--- src/rtl/apb_pkg.sv ---
// apb_pkg: shared APB state encoding, bus width, select windows and counter helper
package apb_pkg;
  typedef enum logic [1:0] {IDLE, SETUP, ACCESS} apb_state_t;
  localparam int APB_DATA_W = 32;
  localparam logic [31:0] SEL_BASE0 = 32'h8000_0000;
  localparam logic [31:0] SEL_BASE1 = 32'h8400_0000;
  localparam logic [31:0] SEL_BASE2 = 32'h8800_0000;
  localparam int OFF_LO = 2;
  localparam int OFF_HI = 25;
  function automatic logic [15:0] sat_inc(input logic [15:0] v);
    return v == 16'hffff ? v : v + 16'd1;
  endfunction
endpackage

--- src/rtl/apb_wait_timer.sv ---
// apb_wait_timer: loadable down-counter that flags when the wait-state budget is spent
module apb_wait_timer #(
  parameter int W = 1
) (
  input  logic         clk,
  input  logic         rst,
  input  logic         load,
  input  logic         en,
  input  logic [W-1:0] val,
  output logic         zero
);
  logic [W-1:0] cnt;
  assign zero = cnt == '0;
  always_ff @(posedge clk)
    if (rst) cnt <= '0;
    else if (load) cnt <= val;
    else if (en && !zero) cnt <= cnt - 1'b1;
endmodule

--- src/rtl/apb_slave_regfile.sv ---
// apb_slave_regfile: APB register file responder with wait states, error response and saturating transfer counters
module apb_slave_regfile
  import apb_pkg::*;
#(
  parameter int SLAVE_ID    = 0,
  parameter int DEPTH       = 16,
  parameter int WAIT_STATES = 0
) (
  input  logic                  hclk,
  input  logic                  hreset,
  input  logic [2:0]            psel,
  input  logic                  penable,
  input  logic                  pwrite,
  input  logic [31:0]           paddr,
  input  logic [APB_DATA_W-1:0] pwdata,
  output logic [APB_DATA_W-1:0] pr_data,
  output logic                  pready,
  output logic                  pslverr,
  output logic [15:0]           wr_count,
  output logic [15:0]           rd_count
);
  localparam int AW = $clog2(DEPTH);
  localparam int TW = WAIT_STATES > 0 ? $clog2(WAIT_STATES + 1) : 1;
  apb_state_t state, phase;
  logic [APB_DATA_W-1:0] mem [DEPTH];
  logic [APB_DATA_W-1:0] wd_l, rd_l;
  logic [AW-1:0] idx_l;
  logic wr_l, err_l, sel, bad, zero, unused;
  assign sel = psel[SLAVE_ID];
  assign bad = |paddr[1:0] || paddr[OFF_HI:OFF_LO] >= 24'(DEPTH);
  // SETUP is the cycle the request is seen; the transfer is captured at its end so ACCESS starts next cycle
  assign phase = (state != ACCESS && sel && !penable) ? SETUP : state;
  assign pready = !hreset && state == ACCESS && zero && penable;
  assign pslverr = pready && err_l;
  assign pr_data = (pready && !wr_l) ? rd_l : '0;
  assign unused = ^{psel, paddr[31:OFF_HI+1]};
  apb_wait_timer #(.W(TW)) u_timer (
    .clk (hclk),
    .rst (hreset),
    .load(phase == SETUP),
    .en  (state == ACCESS),
    .val (TW'(WAIT_STATES)),
    .zero(zero)
  );
  always_ff @(posedge hclk)
    if (hreset) begin
      state <= IDLE;
      wr_l <= 1'b0;
      err_l <= 1'b0;
      idx_l <= '0;
      wd_l <= '0;
      rd_l <= '0;
      wr_count <= '0;
      rd_count <= '0;
      for (int i = 0; i < DEPTH; i++) mem[i] <= '0;
    end else begin
      if (phase == SETUP) begin
        state <= ACCESS;
        wr_l <= pwrite;
        err_l <= bad;
        idx_l <= paddr[AW+1:2];
        wd_l <= pwdata;
        rd_l <= bad ? '0 : mem[paddr[AW+1:2]];
      end else if (state == ACCESS && (pready || !sel)) state <= IDLE;
      if (pready && !err_l) begin
        if (wr_l) begin
          mem[idx_l] <= wd_l;
          wr_count <= sat_inc(wr_count);
        end else rd_count <= sat_inc(rd_count);
      end
    end
endmodule

--- config.mk ---
export PLATFORM = sky130hd
export DESIGN_NAME = apb_slave_regfile
export DESIGN_NICKNAME = d
export VERILOG_FILES = /design/src/rtl/apb_pkg.sv /design/src/rtl/apb_wait_timer.sv /design/src/rtl/apb_slave_regfile.sv
export SDC_FILE = /design/constraint.sdc
export NUM_CORES = 1
export LEC_CHECK = 0
export CAP_MARGIN = 30
export CORE_MARGIN = 2
export CORE_UTILIZATION = 45
export CTS_CLUSTER_DIAMETER = 120
export DETAILED_ROUTE_END_ITERATION = 8
export HOLD_SLACK_MARGIN = 0.08
export SYNTH_ARGS = -nofsm -noshare
export SYNTH_HDL_FRONTEND = slang
export SYNTH_SLANG_ARGS = --single-unit
--- constraint.sdc ---
create_clock -name hclk -period 6.4 [get_ports hclk]
set_clock_uncertainty 0.1 [all_clocks]
set_input_delay 0.96 -clock hclk [delete_from_list [all_inputs] [get_ports hclk]]
set_output_delay 0.96 -clock hclk [all_outputs]
set_load 0.03 [all_outputs]
==> results of run 1 <==
[synth_stat cells, drive strengths merged]
| cell | n |
|---|---|
| nand4b | 1 |
| mux4 | 128 |
| o21ai | 5 |
| or3 | 6 |
| nand4bb | 1 |
| a21oi | 78 |
| dfxtp | 104 |
| xor2 | 4 |
| nand4 | 8 |
| or2 | 17 |
| nor2 | 40 |
| nor4 | 14 |
| nor3 | 9 |
| and2 | 545 |
| mux2 | 33 |
| clkbuf | 132 |
| nand2b | 4 |
| and3 | 3 |
| nand3 | 17 |
| o211ai | 32 |
| mux2i | 34 |
| ha | 2 |
| edfxtp | 512 |
| a211oi | 3 |
| nor3b | 2 |
| inv | 6 |
| nor2b | 3 |
| buf | 28 |
| or4 | 4 |
| o31ai | 5 |
| nor4b | 3 |
| a21o | 1 |
| and4 | 5 |
| or3b | 2 |
| xnor2 | 16 |
| nand2 | 149 |
[stage by stage]
step	cells	cell area, µm²	power (mW)	utilization [%]
after floorplan	1956	27500	4.86	-
after global placement	2732	29300	5.05	48.6
after detailed placement	2748	29700	5.09	49.2
after CTS	2870	31900	8.94	52.9
after global routing	2871	31900	9.14	52.9
final	2871	31900	8.86	52.9
[area by class of cell]
type | instances | area, µm²
fillers | 5039 | 28400
flip-flops and latches | 616 | 17500
multi-input cells | 1174 | 9400
clock buffers | 107 | 2040
repair buffers | 171 | 1870
well taps | 782 | 978
clock inverters | 15 | 155
inverters | 6 | 22.5
[worst max-delay path, stage by stage]
cell and delay [ns]:
clkdlybuf4s50_1 0.59, nand4bb_4 0.16, nor2_2 0.10, buf_4 0.40, and2_1 0.20, clkdlybuf4s50_1 0.71
[worst paths after layout]
| path | startpoint | to | cells past startpoint |
|---|---|---|---|
| min | rd_l[0] | rd_l[0] | 2 |
| max reg2reg | state[1] | mem[8][16] | 8 |
| min reg2reg | rd_l[0] | rd_l[0] | 2 |
| max | penable | pr_data[31] | 6 |
[power by group through the flow]
stage / logic (mW) / registers [mW] / clock network, mW
final: 0.477 / 4.52 / 3.87
after global routing: 0.509 / 4.53 / 4.10
after CTS: 0.482 / 4.52 / 3.94
after detailed placement: 0.481 / 4.61 / 0
after global placement: 0.452 / 4.60 / 0
after floorplan: 0.303 / 4.56 / 0
[logic make-up (layout without fill, tap and decap cells)]
kind of cell	after synthesis	after routing
mux	195	195
buf+inv	166	299
xor+xnor	20	20
fa+ha+maj	2	2
flops	616	616
compound gates	124	124
simple gates	833	833
[routing by layer]
metal	vias to the layer above	share of wire, %	track usage (%)
li1	7222	-	-
met1	8083	44	31.4
met2	542	47	35.3
met3	83	6.9	3.73
met4	0	2.0	6.29
met5	-	0	0
[state kept, by name, summed over array words and instances (netlist names)]
register	flops
state	1
rd_l	32
err_l	1
u_timer.cnt	1
idx_l	4
rd_count	16
wr_count	16
wr_l	1
wd_l	32
mem	512
==> summary.txt, run 1 <==
Total Wirelength = 68,100 µm
Final slew viol count = 0
Net Count, Synth = 2,029
Area growth from synthesis to layout = 16.2%
Wire length per cell = 23.7 µm
Hold Vio Cnt, Final = 0
Gate power share = 5.4%
Largest net degree at the start of global routing = 78
Die Height = 251 µm
Layout cells sized above 1 = 16.6%
R2R setup slack = 3.07 ns
Slew of the pin with the lowest slew margin = 0.978 ns
Max FO, Critical Path = 32
Top Ports = 137
Worst Path Required = 5.34 ns
Post-synth top area share = 56.0%
# hold bufs at CTS = 0
Place WS = 1.99 ns
Root Driver = clkbuf_16
N_diodes = 0
Via count = 15,900
Final GP Congestion = 0.761
Post-synthesis mux area share = 13.1%
Postcts setup bufs = 0
P_int = 6.97 mW
Leak Pwr = 11.3 nW
Hold Path Class = flop to flop
Via density = 5.55
Clock transition at path regs = 0.06 ns
Final net count = 2,109
CTS tree = built
HPWL after DPL = 39,000 µm
Max H-tree Level = 3
Vias in the first global route = 16,600
Cell count after synthesis = 1,956
Fin crit share = 65.4%
Total GRT Usage = 22.1%
Yosys reg bits = 616
Final ANT Viol Nets = 0
Global-route wire length before repair = 103,000 µm
Post-route setup slack = 2.21 ns
Sequential-to-total area share from yosys stat = 63.5%
Maxcap violations = 0
Max-slew headroom = 34.8%
Antenna violations before repair = 2
Arrival @ worst endpoint = 3.13 ns
Min Tclk post-route = 4.19 ns
Synthesized area per cell = 14.0 µm²
Startpoint Class = input port
Sequential Power Share = 51.0%
Remaining DRCs = 0
Dominant cell type by area after synthesis = edfxtp_1
CTS Buf Count = 67
Die Width = 251 µm
Pre-antenna DRT Iters = 7
Clock Power Share = 43.6%
Final setup vio count = 0
Largest cells by area after synthesis = edfxtp_1 56%, and2_1 12%, mux4_2 10%
Status = finished, final reports clean
Final global-route overflow total = 0
Max Freq = 239 MHz
Worst VDD drop = 185 µV
Die area = 63,000 µm²
Synth Area in Compound Gates = 2.63%
Synth Area in Simple Gates = 17.6%
Mapped Area = 27,500 µm²
Initial Util = 45.5%
Xor and xnor fraction of the mapped netlist area = 0.638%
Power density cells = 278 nW/µm²
Netlist cell types = 46
Cell row count = 90
Commonest cells after routing, fill and taps aside = 545 x and2_1, 512 x edfxtp_1, 149 x nand2_1
I/O Buffers = 128
Worst-Skew Late Latency = 0.59 ns
RSZ-0062 raised after global routing = no
Sw frac = 21.4%
Core ar. = 60,400 µm²
CP Capture Type = output pin
Commonest non-fill, non-tap cell in the layout = and2_1
Syn. warnings = 0
# clock sinks = 616
Sw Pwr = 1.90 mW
Deepest clock path buffer count = 3
Hold slack final = 0.346 ns
CP Class = input port to output pin
DRT iter0 DRCs = 1,456
Post-Synth Adder-Cell Area = 0.0911%
TNS Setup = 0 ns
Largest family of logic cells by synthesized area = simple AND/OR/NAND/NOR gates
Post-CTS sizing = 0
Note: power is estimated with default switching activity, not from simulation.
==> run 2, diff against run 1 <==
==> constraint.sdc (replaced) <==
create_clock -name hclk -period 4.1 [get_ports hclk]
set_clock_uncertainty 0.1 [all_clocks]
set_input_delay 0.615 -clock hclk [delete_from_list [all_inputs] [get_ports hclk]]
set_output_delay 0.615 -clock hclk [all_outputs]
set_load 0.03 [all_outputs]
==> summary.txt, run 2 (synthesis results as in run 1) <==
I/O Buffers = 128 (unchanged)
Worst Setup SP = penable (unchanged)
Via count = 16,000 (was 15,900)
Crit-path most repeated cell = clkdlybuf4s50_1 (unchanged)
Hold slack final = 0.319 ns (was 0.346 ns)
CP Cell Sequence = clkdlybuf4s50_1 -> nand4bb_4 -> nor2_2 -> buf_4 -> and2_1 -> clkdlybuf4s50_1 (unchanged)
Antenna violations before repair = 6 (was 2)
Max FO, Critical Path = 33 (was 32)
RSZ-0062 raised after global routing = no (unchanged)
Final GP Congestion = 0.763 (was 0.761)
Die Height = 251 µm (unchanged)
Biggest register = mem (unchanged)
Overall power = 13.9 mW (was 8.86 mW)
Die Width = 251 µm (unchanged)
Worst hold stages = 3 (was 2)
Core ar. = 60,400 µm² (unchanged)
Vias in the first global route = 16,900 (was 16,600)
Arrival @ worst endpoint = 2.83 ns (was 3.13 ns)
Hold Vio Cnt, Final = 0 (unchanged)
Max Freq = 282 MHz
Max H-tree Level = 3 (unchanged)
Total GRT Usage = 23.3% (was 22.1%)
Post-CTS sizing = 0 (unchanged)
Die area = 63,000 µm² (unchanged)
Initial Util = 45.5% (unchanged)
CTS tree = built (unchanged)
Final setup vio count = 0 (unchanged)
Clock transition at path regs = 0.06 ns (about the same)
# hold bufs at CTS = 0 (unchanged)
Worst VDD drop = 258 µV (was 185 µV)
Wire length per cell = 24.5 µm (was 23.7 µm)
Slowest CP cell = clkdlybuf4s50_1 (unchanged)
Worst-Skew Late Latency = 0.59 ns (about the same)
Global-route wire length before repair = 107,000 µm (was 103,000 µm)
Worst Path Required = 3.38 ns (was 5.34 ns)
Final slew viol count = 0 (unchanged)
Final ANT Viol Nets = 0 (unchanged)
Critical path depth = 6 (unchanged)
CP Capture Type = output pin (unchanged)
Remaining DRCs = 0 (unchanged)
Largest net degree at the start of global routing = 89 (was 78)
Status = finished, final reports clean (unchanged)
TNS Setup = 0 ns (unchanged)
Hold Path Class = input port to flop (was flop to flop)
Post-route setup slack = 0.556 ns (was 2.21 ns)
DRT iter0 DRCs = 1,416 (was 1,456)
Placed cells = 2,782 (was 2,748)
Startpoint Class = input port (unchanged)
Final global-route overflow total = 0 (unchanged)
Critical R2R Launch = state[1] (unchanged)
Power density cells = 433 nW/µm² (was 278 nW/µm²)
Cell row count = 90 (unchanged)
# clock sinks = 616 (unchanged)
Layout Cells excl Fill = 2,910 (was 2,871)
Root Driver = clkbuf_16 (unchanged)
Postcts setup bufs = 0 (unchanged)
Worst reg2reg path endpoint = mem[3][20] (was mem[8][16])
Fin crit share = 86.4%
Pre-antenna DRT Iters = 5 (was 7)
Biggest regs = mem (512), rd_l (32), wd_l (32) (unchanged)
Max-slew headroom = 34.7% (was 34.8%)
HPWL after DPL = 42,200 µm (was 39,000 µm)
Max reg flops = 512 (unchanged)
Leak Pwr = 11.4 nW (was 11.3 nW)
Crit-path leading delay family = buffers and inverters (unchanged)
Final net count = 2,144 (was 2,109)
Via density = 5.51 (was 5.55)
Worst Reg-to-Reg Cells = 7 (was 8)
Maxcap violations = 0 (unchanged)
R2R setup slack = 1.36 ns (was 3.07 ns)
Commonest cells after routing, fill and taps aside = 545 x and2_1, 512 x edfxtp_1, 149 x nand2_1 (unchanged)
Deepest clock path buffer count = 3 (unchanged)
CP Capture Point = pr_data[31] (unchanged)
Min Tclk post-route = 3.54 ns
Place WS = 0.559 ns (was 1.99 ns)
Layout cells sized above 1 = 17.9% (was 16.6%)
Total Wirelength = 71,300 µm (was 68,100 µm)
Area growth from synthesis to layout = 16.6% (was 16.2%)
CTS Buf Count = 68 (was 67)
Slew of the pin with the lowest slew margin = 0.980 ns (was 0.978 ns)
Worst path max stage delay = 0.73 ns (was 0.71 ns)
Commonest non-fill, non-tap cell in the layout = and2_1 (unchanged)
CP Class = input port to output pin (unchanged)
Top Ports = 137 (unchanged)
Worst path buffer plus inverter count = 3 (unchanged)
[run 2: cell count changes in the layout (fill, tap and decap cells not counted), sizes merged]
| cell | change |
|---|---|
| clkbuf | -3 |
| bufinv | +2 |
| buf | +34 |
| diode | +4 |
| clkinv | +3 |
| inv | -1 |
[run 2: through the flow]
stage	utilization (%)	cell area, µm²
after detailed placement	49.4	29800
after CTS	53.0	32000
after floorplan	-	27500
after global routing	53.1	32000
after global placement	49.4	29800
final	53.1	32000
[run 2: worst min-delay path by stage]
| stage | from | endpoint |
|---|---|---|
| final | paddr[3] | idx_l[1] |
| after global routing | paddr[3] | idx_l[1] |
| after CTS | paddr[3] | idx_l[1] |
| after detailed placement | rd_l[4] | rd_l[4] |
| after global placement | rd_l[0] | rd_l[0] |
| after floorplan | rd_l[0] | rd_l[0] |
[run 2: report_power, final]
group	switching (mW)	leakage [nW]	total (mW)	internal, mW
combinational	0.415	4.22	0.742	0.326
clock	2.45	1.07	6.08	3.63
sequential	0.108	6.14	7.05	6.94
[run 2: per-layer routing]
| metal | GRT usage [%] | routed length (µm) | vias up | share of wire [%] |
|---|---|---|---|---|
| met2 | 39.0 | 34700 | 523 | 49 |
| met3 | 4.62 | 4910 | 124 | 6.9 |
| met5 | 0 | 27 | - | 0.038 |
| met4 | 7.30 | 2150 | 4 | 3.0 |
| li1 | - | - | 7292 | - |
| met1 | 30.9 | 29500 | 8101 | 41 |
[run 2: cell type report]
| type | instances | area (µm²) |
|---|---|---|
| diodes | 4 | 10.0 |
| clock buffers | 104 | 1970 |
| clock inverters | 19 | 226 |
| fillers | 5083 | 28300 |
| inverters | 6 | 22.5 |
| multi-input cells | 1174 | 9400 |
| flip-flops and latches | 616 | 17500 |
| well taps | 782 | 978 |
| repair buffers | 205 | 1980 |
[run 2: worst reg2reg max path: stages, from the launching register on]
cell,delay (ns)
dfxtp_1,0.47
nand4bb_4,0.18
inv_2,0.09
nand3_2,0.28
or3b_4,0.55
nor2_2,0.11
or2_2,0.38
buf_12,0.27
